### src/rtl/order_gen.sv
// Order generator: confirms RSI decisions over ticks, issues valid/ready orders, tracks position.
// Optional short selling is enabled by defining ORDER_GEN_SHORT_EN.
module order_gen #(
  parameter int unsigned CONFIRM  = 2,
  parameter int unsigned COOLDOWN = 4,
  parameter logic [15:0] QTY      = 16'd100
) (
  input  logic        clk,
  input  logic        rst,
  input  logic        tick,
  input  logic        sig1,
  input  logic        sig2,
  input  logic        order_ready,
  output logic        order_valid,
  output logic        order_side,
  output logic [15:0] order_qty,
  output logic [1:0]  position,
  output logic        busy,
  output logic [1:0]  dbg_state,
  output logic [3:0]  dbg_confirm
);

  // Handshake: an order transfers on any rising edge where order_valid && order_ready;
  // order_valid, order_side and order_qty stay stable until then, and order_ready alone does nothing.

  typedef enum logic [1:0] {WATCH = 2'd0, PEND = 2'd1, COOL = 2'd2} state_t;

  localparam logic [1:0] POS_FLAT  = 2'd0;
  localparam logic [1:0] POS_LONG  = 2'd1;
  localparam logic [1:0] POS_SHORT = 2'd2;

  localparam logic [1:0] REQ_NONE = 2'd0;
  localparam logic [1:0] REQ_BUY  = 2'd1;
  localparam logic [1:0] REQ_SELL = 2'd2;

  localparam logic [3:0] CONFIRM_C  = 4'(CONFIRM);
  localparam logic [7:0] COOLDOWN_C = 8'(COOLDOWN);

  state_t      state_q, state_d;
  logic [1:0]  pos_q;
  logic [1:0]  prev_q;
  logic [3:0]  cnt_q;
  logic [7:0]  cool_q;
  logic        side_q;

  logic [1:0]  req;
  logic        act;
  logic [3:0]  cnt_inc;
  logic [3:0]  cnt_watch;
  logic        confirm_hit;
  logic        transfer;
  logic        cool_done;

  // {sig1,sig2}: 01 buy, 00 sell, 10 and 11 hold
  always_comb begin
    req = REQ_NONE;
    if (!sig1 && sig2)       req = REQ_BUY;
    else if (!sig1 && !sig2) req = REQ_SELL;
  end

  always_comb begin
    act = 1'b0;
    case (req)
      REQ_BUY:  act = (pos_q == POS_FLAT) || (pos_q == POS_SHORT);
`ifdef ORDER_GEN_SHORT_EN
      REQ_SELL: act = (pos_q == POS_LONG) || (pos_q == POS_FLAT);
`else
      REQ_SELL: act = (pos_q == POS_LONG);
`endif
      default:  act = 1'b0;
    endcase
  end

  // prev_q only holds an actionable request, so a match implies cnt_q is already non-zero
  always_comb begin
    cnt_inc   = (cnt_q == 4'd15) ? 4'd15 : cnt_q + 4'd1;
    cnt_watch = 4'd0;
    if (act) cnt_watch = (req == prev_q) ? cnt_inc : 4'd1;
  end

  assign confirm_hit = tick && (state_q == WATCH) && act && (cnt_watch >= CONFIRM_C);
  assign transfer    = (state_q == PEND) && order_ready;
  assign cool_done   = tick && (state_q == COOL) && (cool_q <= 8'd1);

  always_ff @(posedge clk or posedge rst) begin
    if (rst) state_q <= WATCH;
    else     state_q <= state_d;
  end

  always_comb begin
    state_d = state_q;
    case (state_q)
      WATCH: if (confirm_hit) state_d = PEND;
      PEND:  if (transfer) state_d = (COOLDOWN_C == 8'd0) ? WATCH : COOL;
      COOL:  if (cool_done) state_d = WATCH;
      default: state_d = WATCH;
    endcase
  end

  always_comb begin
    order_valid = (state_q == PEND);
    order_side  = (state_q == PEND) && side_q;
    order_qty   = (state_q == PEND) ? QTY : 16'd0;
    busy        = (state_q != WATCH);
    dbg_state   = state_q;
    dbg_confirm = cnt_q;
  end

`ifdef ORDER_GEN_SHORT_EN
  assign position = pos_q;
`else
  assign position = {1'b0, pos_q[0]};
`endif

  always_ff @(posedge clk or posedge rst) begin
    if (rst) begin
      pos_q  <= POS_FLAT;
      prev_q <= REQ_NONE;
      cnt_q  <= 4'd0;
      cool_q <= 8'd0;
      side_q <= 1'b0;
    end else begin
      case (state_q)
        WATCH: begin
          if (tick) begin
            cnt_q  <= cnt_watch;
            prev_q <= act ? req : REQ_NONE;
            if (confirm_hit) side_q <= (req == REQ_BUY);
          end
        end
        PEND: begin
          if (transfer) begin
            cnt_q  <= 4'd0;
            prev_q <= REQ_NONE;
            cool_q <= COOLDOWN_C;
            if (side_q) begin
              pos_q <= (pos_q == POS_SHORT) ? POS_FLAT : POS_LONG;
            end else if (pos_q == POS_LONG) begin
              pos_q <= POS_FLAT;
            end else begin
`ifdef ORDER_GEN_SHORT_EN
              pos_q <= POS_SHORT;
`else
              pos_q <= pos_q;
`endif
            end
          end
        end
        COOL: begin
          if (tick && cool_q != 8'd0) cool_q <= cool_q - 8'd1;
        end
        default: ;
      endcase
    end
  end

endmodule
### config.mk
export PLATFORM = sky130hd
export DESIGN_NAME = order_gen
export DESIGN_NICKNAME = d
export VERILOG_FILES = /design/src/rtl/order_gen.sv
export SDC_FILE = /design/constraint.sdc
export NUM_CORES = 1
export LEC_CHECK = 0
export CAP_MARGIN = 20
export CORE_MARGIN = 2
export CORE_UTILIZATION = 47
export DETAILED_ROUTE_END_ITERATION = 10
export PLACE_DENSITY = 0.79
export SKIP_CTS_REPAIR_TIMING = 1
export SYNTH_ARGS = -nofsm -noshare
export SYNTH_HDL_FRONTEND = slang
export SYNTH_SLANG_ARGS = --single-unit
### constraint.sdc
create_clock -name clk -period 2.3 [get_ports clk]
set_input_delay 0.46 -clock clk [delete_from_list [all_inputs] [get_ports clk]]
set_output_delay 0.46 -clock clk [all_outputs]
set_load 0.01 [all_outputs]
# After elaboration in Yosys (flattened, before gate mapping)
# Index checks and enable logic that the tools add are counted.
# word_totals
ff_bits,19
in_bits,6
out_inout_bits,27
elab_cells,72
# classes
addsub,2
n_lt_le_gt_ge,2
eq_ne,13
n_mux,24
reduce_logical,25
# ops
operator,n
two-way mux 2 bit,10
two-way mux 4 bit,5
two-way mux 8 bit,2
one-hot mux 8 bit (2 select lines),1
AND reduction 3 bit,5
logical AND 1 bit,10
less-or-equal comparator 8 x 1 -> 1 bit (second input constant),1
one-hot mux 4 bit (2 select lines),1
nonzero test 2 bit,4
nonzero test 8 bit,1
subtractor 8 x 1 -> 8 bit (second input constant),1
two-way mux 7 bit,1
== test 2 x 1 -> 1 bit (second input constant),3
== test 2 bit (second input constant),3
!= test 2 bit (second input constant),3
one-hot mux 2 bit (3 select lines),1
adder 4 x 1 -> 4 bit (second input constant),1
== test 4 bit (second input constant),1
greater-or-equal comparator 4 x 2 -> 1 bit (second input constant),1
zero test 2 bit,2
!= test 2 x 1 -> 1 bit (second input constant),2
one-hot mux 2 bit (2 select lines),1
== test 2 bit,1
zero test 1 bit,2
3 further kinds,3

# Logic depth before layout (Yosys ltp)
# logic_depth
ltp_word,11
depth_mapped,6
ltp_nobuf,6

# Least setup slack after synthesis
# Ideal clock, no wire load.
# synth_timing
path_type,register -> output
from,"register state_q[1], in the netlist dbg_state[1]"
to,output port order_side
arrival_ps,1172
t_required_ps,1840
slack_ps,668
path_stages_with_launch,4
path_buffers,1
cell_sequence,dfrtp_1 -> buf_2 -> nor2b_1 -> and2_1
# synth_via
elab_chain_cells,2
# synth_rtl
item,line,text
"start, declared",39,"state_t state_q, state_d;"
"start signal, assigned",87,else state_q <= state_d;
== test 2 x 1 -> 1 bit,--,
named net order_valid,14,"output logic order_valid,"
logical AND 1 bit,102,order_side = (state_q == PEND) && side_q;
"end, declared",15,"output logic order_side,"
# The timed path passes the listed nets, and every way through them passes these cells.

# Final worst setup path
# layout_timing
from,"register state_q[1], in the netlist dbg_state[1]"
to,output port order_qty[6]
# layout_via
elab_chain_cells,2
# layout_rtl
item,line,text
== test 2 x 1 -> 1 bit,103,order_qty = (state_q == PEND) ? QTY : 16'd0;
two-way mux 7 bit,103,
"end, declared",16,"output logic [15:0] order_qty,"
# Every way passes these cells.

==> flow_summary.toml <==
[status]
outcome = "finished, final reports clean"

[finish]
final_core_util = 0.5571
diodes = 0
syn_to_final_growth_pct = 15.01
nets = 152
drive_gt1_frac = 0.07746

[global_routing]
overflow = 0
grt_pass1_vias = 859
grt_max_degree = 19
grt_usage = 0.1797
grt_antenna_before_repair = 0
grt_pass1_wl_um = 3815

[sta]
relSlewSlack = 0.5272
layout_setup_ws_ns = 0.1037
tightest_slew_ns = 0.7084
post-route-min-period_ns = 2.196
setup_tns_ns = 0
finalSetupViolCount = 0
rsz0062_at_grt = "false"
max_freq_mhz = 455.3
fin_worst_skew_ns = 0.006511
finalMaxSlewViolations = 0
finalHoldViolations = 0
period_share = 0.9549

[synth]
synth_common_cells = "dfrtp_1 (18), buf_4 (17), nand2_1 (14), nor2_1 (8), a21oi_1 (6)"
syn_inst = 124
synth_area_leaders = "dfrtp_1 (39%), buf_4 (11%), nand2_1 (4.5%), ha_1 (3.2%), a21oi_1 (2.6%)"
yosysWarnings = 0
ys_seq_elements = 18
yosysSeqAreaShare = 0.3859
synth_top_area_share = 0.3859
syn_avg_cell_area_sq_um = 9.414
synth_cell_type_count = 40
yosys_most_used_dff = "dfrtp_1"
synth-edff-count = 0
yosysMostFrequentCell = "dfrtp_1"
yosys.area.top_type = "dfrtp_1"
syn_area_sq_um = 1167
ys_async_sr_fraction = 1.000

[setup_path]
crit_slowest_cell = "clkdlybuf4s50_1"
critPathMaxStageDelay_ns = 0.53
cp-start-kind = "flop"
crit_arrival_ns = 1.74
path_class = "flop to primary output"
crit_path_max_fanout = 10
cp_cell_sequence = "nor2b_1 -> buf_4 -> clkdlybuf4s50_1"
required_ns = 1.84
worst_setup_path_end_kind = "primary output"

[cts]
clkSinkCount = 18
cts-root-buf = "clkbuf_4"
cts_tree = "done"
h-tree-depth = 1
clock_latency_ns = 0.30
cts_buffer_depth = 2
cts_made_buffers = 3
clkTransAtPathRegs_ns = 0.12

[placement]
gp_congestion = 0.8252
dp_hpwl_um = 1736
portBuffers = 18
post-place-ws_ns = 0.1919

[pwr]
power_leakage_nw = 0.6070
powerDensity_nw_per_um2 = 731.7
power_mw = 0.9823
ir_worst_vdd_uv = 383.8

[job]
drv_cap = 0

[floorplan]
dieArea_sq_um = 2898
core_sq_um = 2410
die_h_um = 53.84
rows = 18
die_w_um = 53.84
start_util = 0.4844
io_pins = 33

[routing]
final_antenna_net_count = 0
drt_iter0_drc = 9
dr.pass1.iters = 2
wl_per_cell_um = 13.38
wl_um = 2301
vias_per_cell = 5.169
drc = 0
vias = 889

[hold_path]
hp-class = "flop to flop"
-- metrics by stage --
step	hold slack, ns	cell area (sq um)	instances
floorplan	0.3986	1216	137
global placement	0.4802	1305	168
detailed placement	0.4932	1305	168
CTS	0.5272	1341	172
global route	0.5499	1343	172
finish	0.5365	1343	172
-- final timing paths --
kind                                   start            to  slack, ns  cells after the start
worst max-delay path            dbg_state[1]  order_qty[6]       0.10                      3
worst min-delay path                  side_q      pos_q[0]       0.54                      2
worst max register to register     cool_q[0]     cool_q[7]       0.56                      5
worst min register to register        side_q      pos_q[0]       0.54                      2
max in group asynchronous                rst  dbg_state[0]       1.25                      2
min in group asynchronous                rst     cool_q[4]       0.56                      2
-- cell usage in the layout, fill, tap and decap left out, types with 3 or more instances in the layout --
cell type / synthesis / layout
conb_1: 1 / 14
inv_1: 4 / 4
clkbuf_4: 0 / 3
nor2_1: 8 / 8
clkdlybuf4s50_1: 0 / 18
nand2_1: 14 / 14
o31ai_1: 3 / 3
nand3b_1: 3 / 3
ha_1: 3 / 3
mux2i_1: 3 / 3
and2_1: 3 / 3
dfrtp_1: 18 / 17
nand3_1: 3 / 3
a22o_1: 3 / 3
a21oi_1: 6 / 6
nand2b_1: 4 / 4
-- metal layers --
| metal | share of wire | vias up | global-route usage | wire length [um] |
|---|---|---|---|---|
| met5 | 0 | - | 0 | 0 |
| met4 | 0 | 0 | 0.05128 | 0 |
| met3 | 0.028 | 0 | 0.03056 | 65 |
| met2 | 0.51 | 12 | 0.3171 | 1184 |
| met1 | 0.46 | 431 | 0.2230 | 1052 |
| li1 | - | 446 | - | - |
-- critical path, delay by kind of cell, from the launching register on --
kind | cells | cell delay [ns]
buf+inv | 2 | 0.70
flops | 1 | 0.50
simple gates | 1 | 0.25
-- flip-flops by register name, indices dropped and copies added (netlist names) --
name and count:
cool_q 8, dbg_confirm 4, dbg_state 2, pos_q 1, prev_q 2, side_q 1
-- report_power, final --
part           switching (mW)  internal, mW
Sequential             0.0893         0.382
Clock                   0.107        0.0965
Combinational           0.163         0.145
Total                   0.360         0.623
-- kinds of logic (layout without fill, tap and decap cells) --
logic type / count (synthesis) / after routing / synth area share
other: 1 / 14 / 0.003212
buffers and inverters: 23 / 28 / 0.1361
AOI/OAI and AO/OA: 24 / 24 / 0.1458
DFF: 18 / 18 / 0.3859
adders and majority gates: 3 / 3 / 0.03216
and+or+nand+nor: 48 / 48 / 0.2390
muxes: 4 / 4 / 0.03537
xor gates and xnor gates: 3 / 3 / 0.02251
-- cell type report --
class                      count  area [sq um]
inverter                       4         15.01
fill                         217          1067
timing repair buffer          20         195.2
tap                           30         37.54
multi-input combinational     96         606.8
clock buffer                   4         36.28
sequential                    18         451.7
Power figures use the tool's default switching activity.
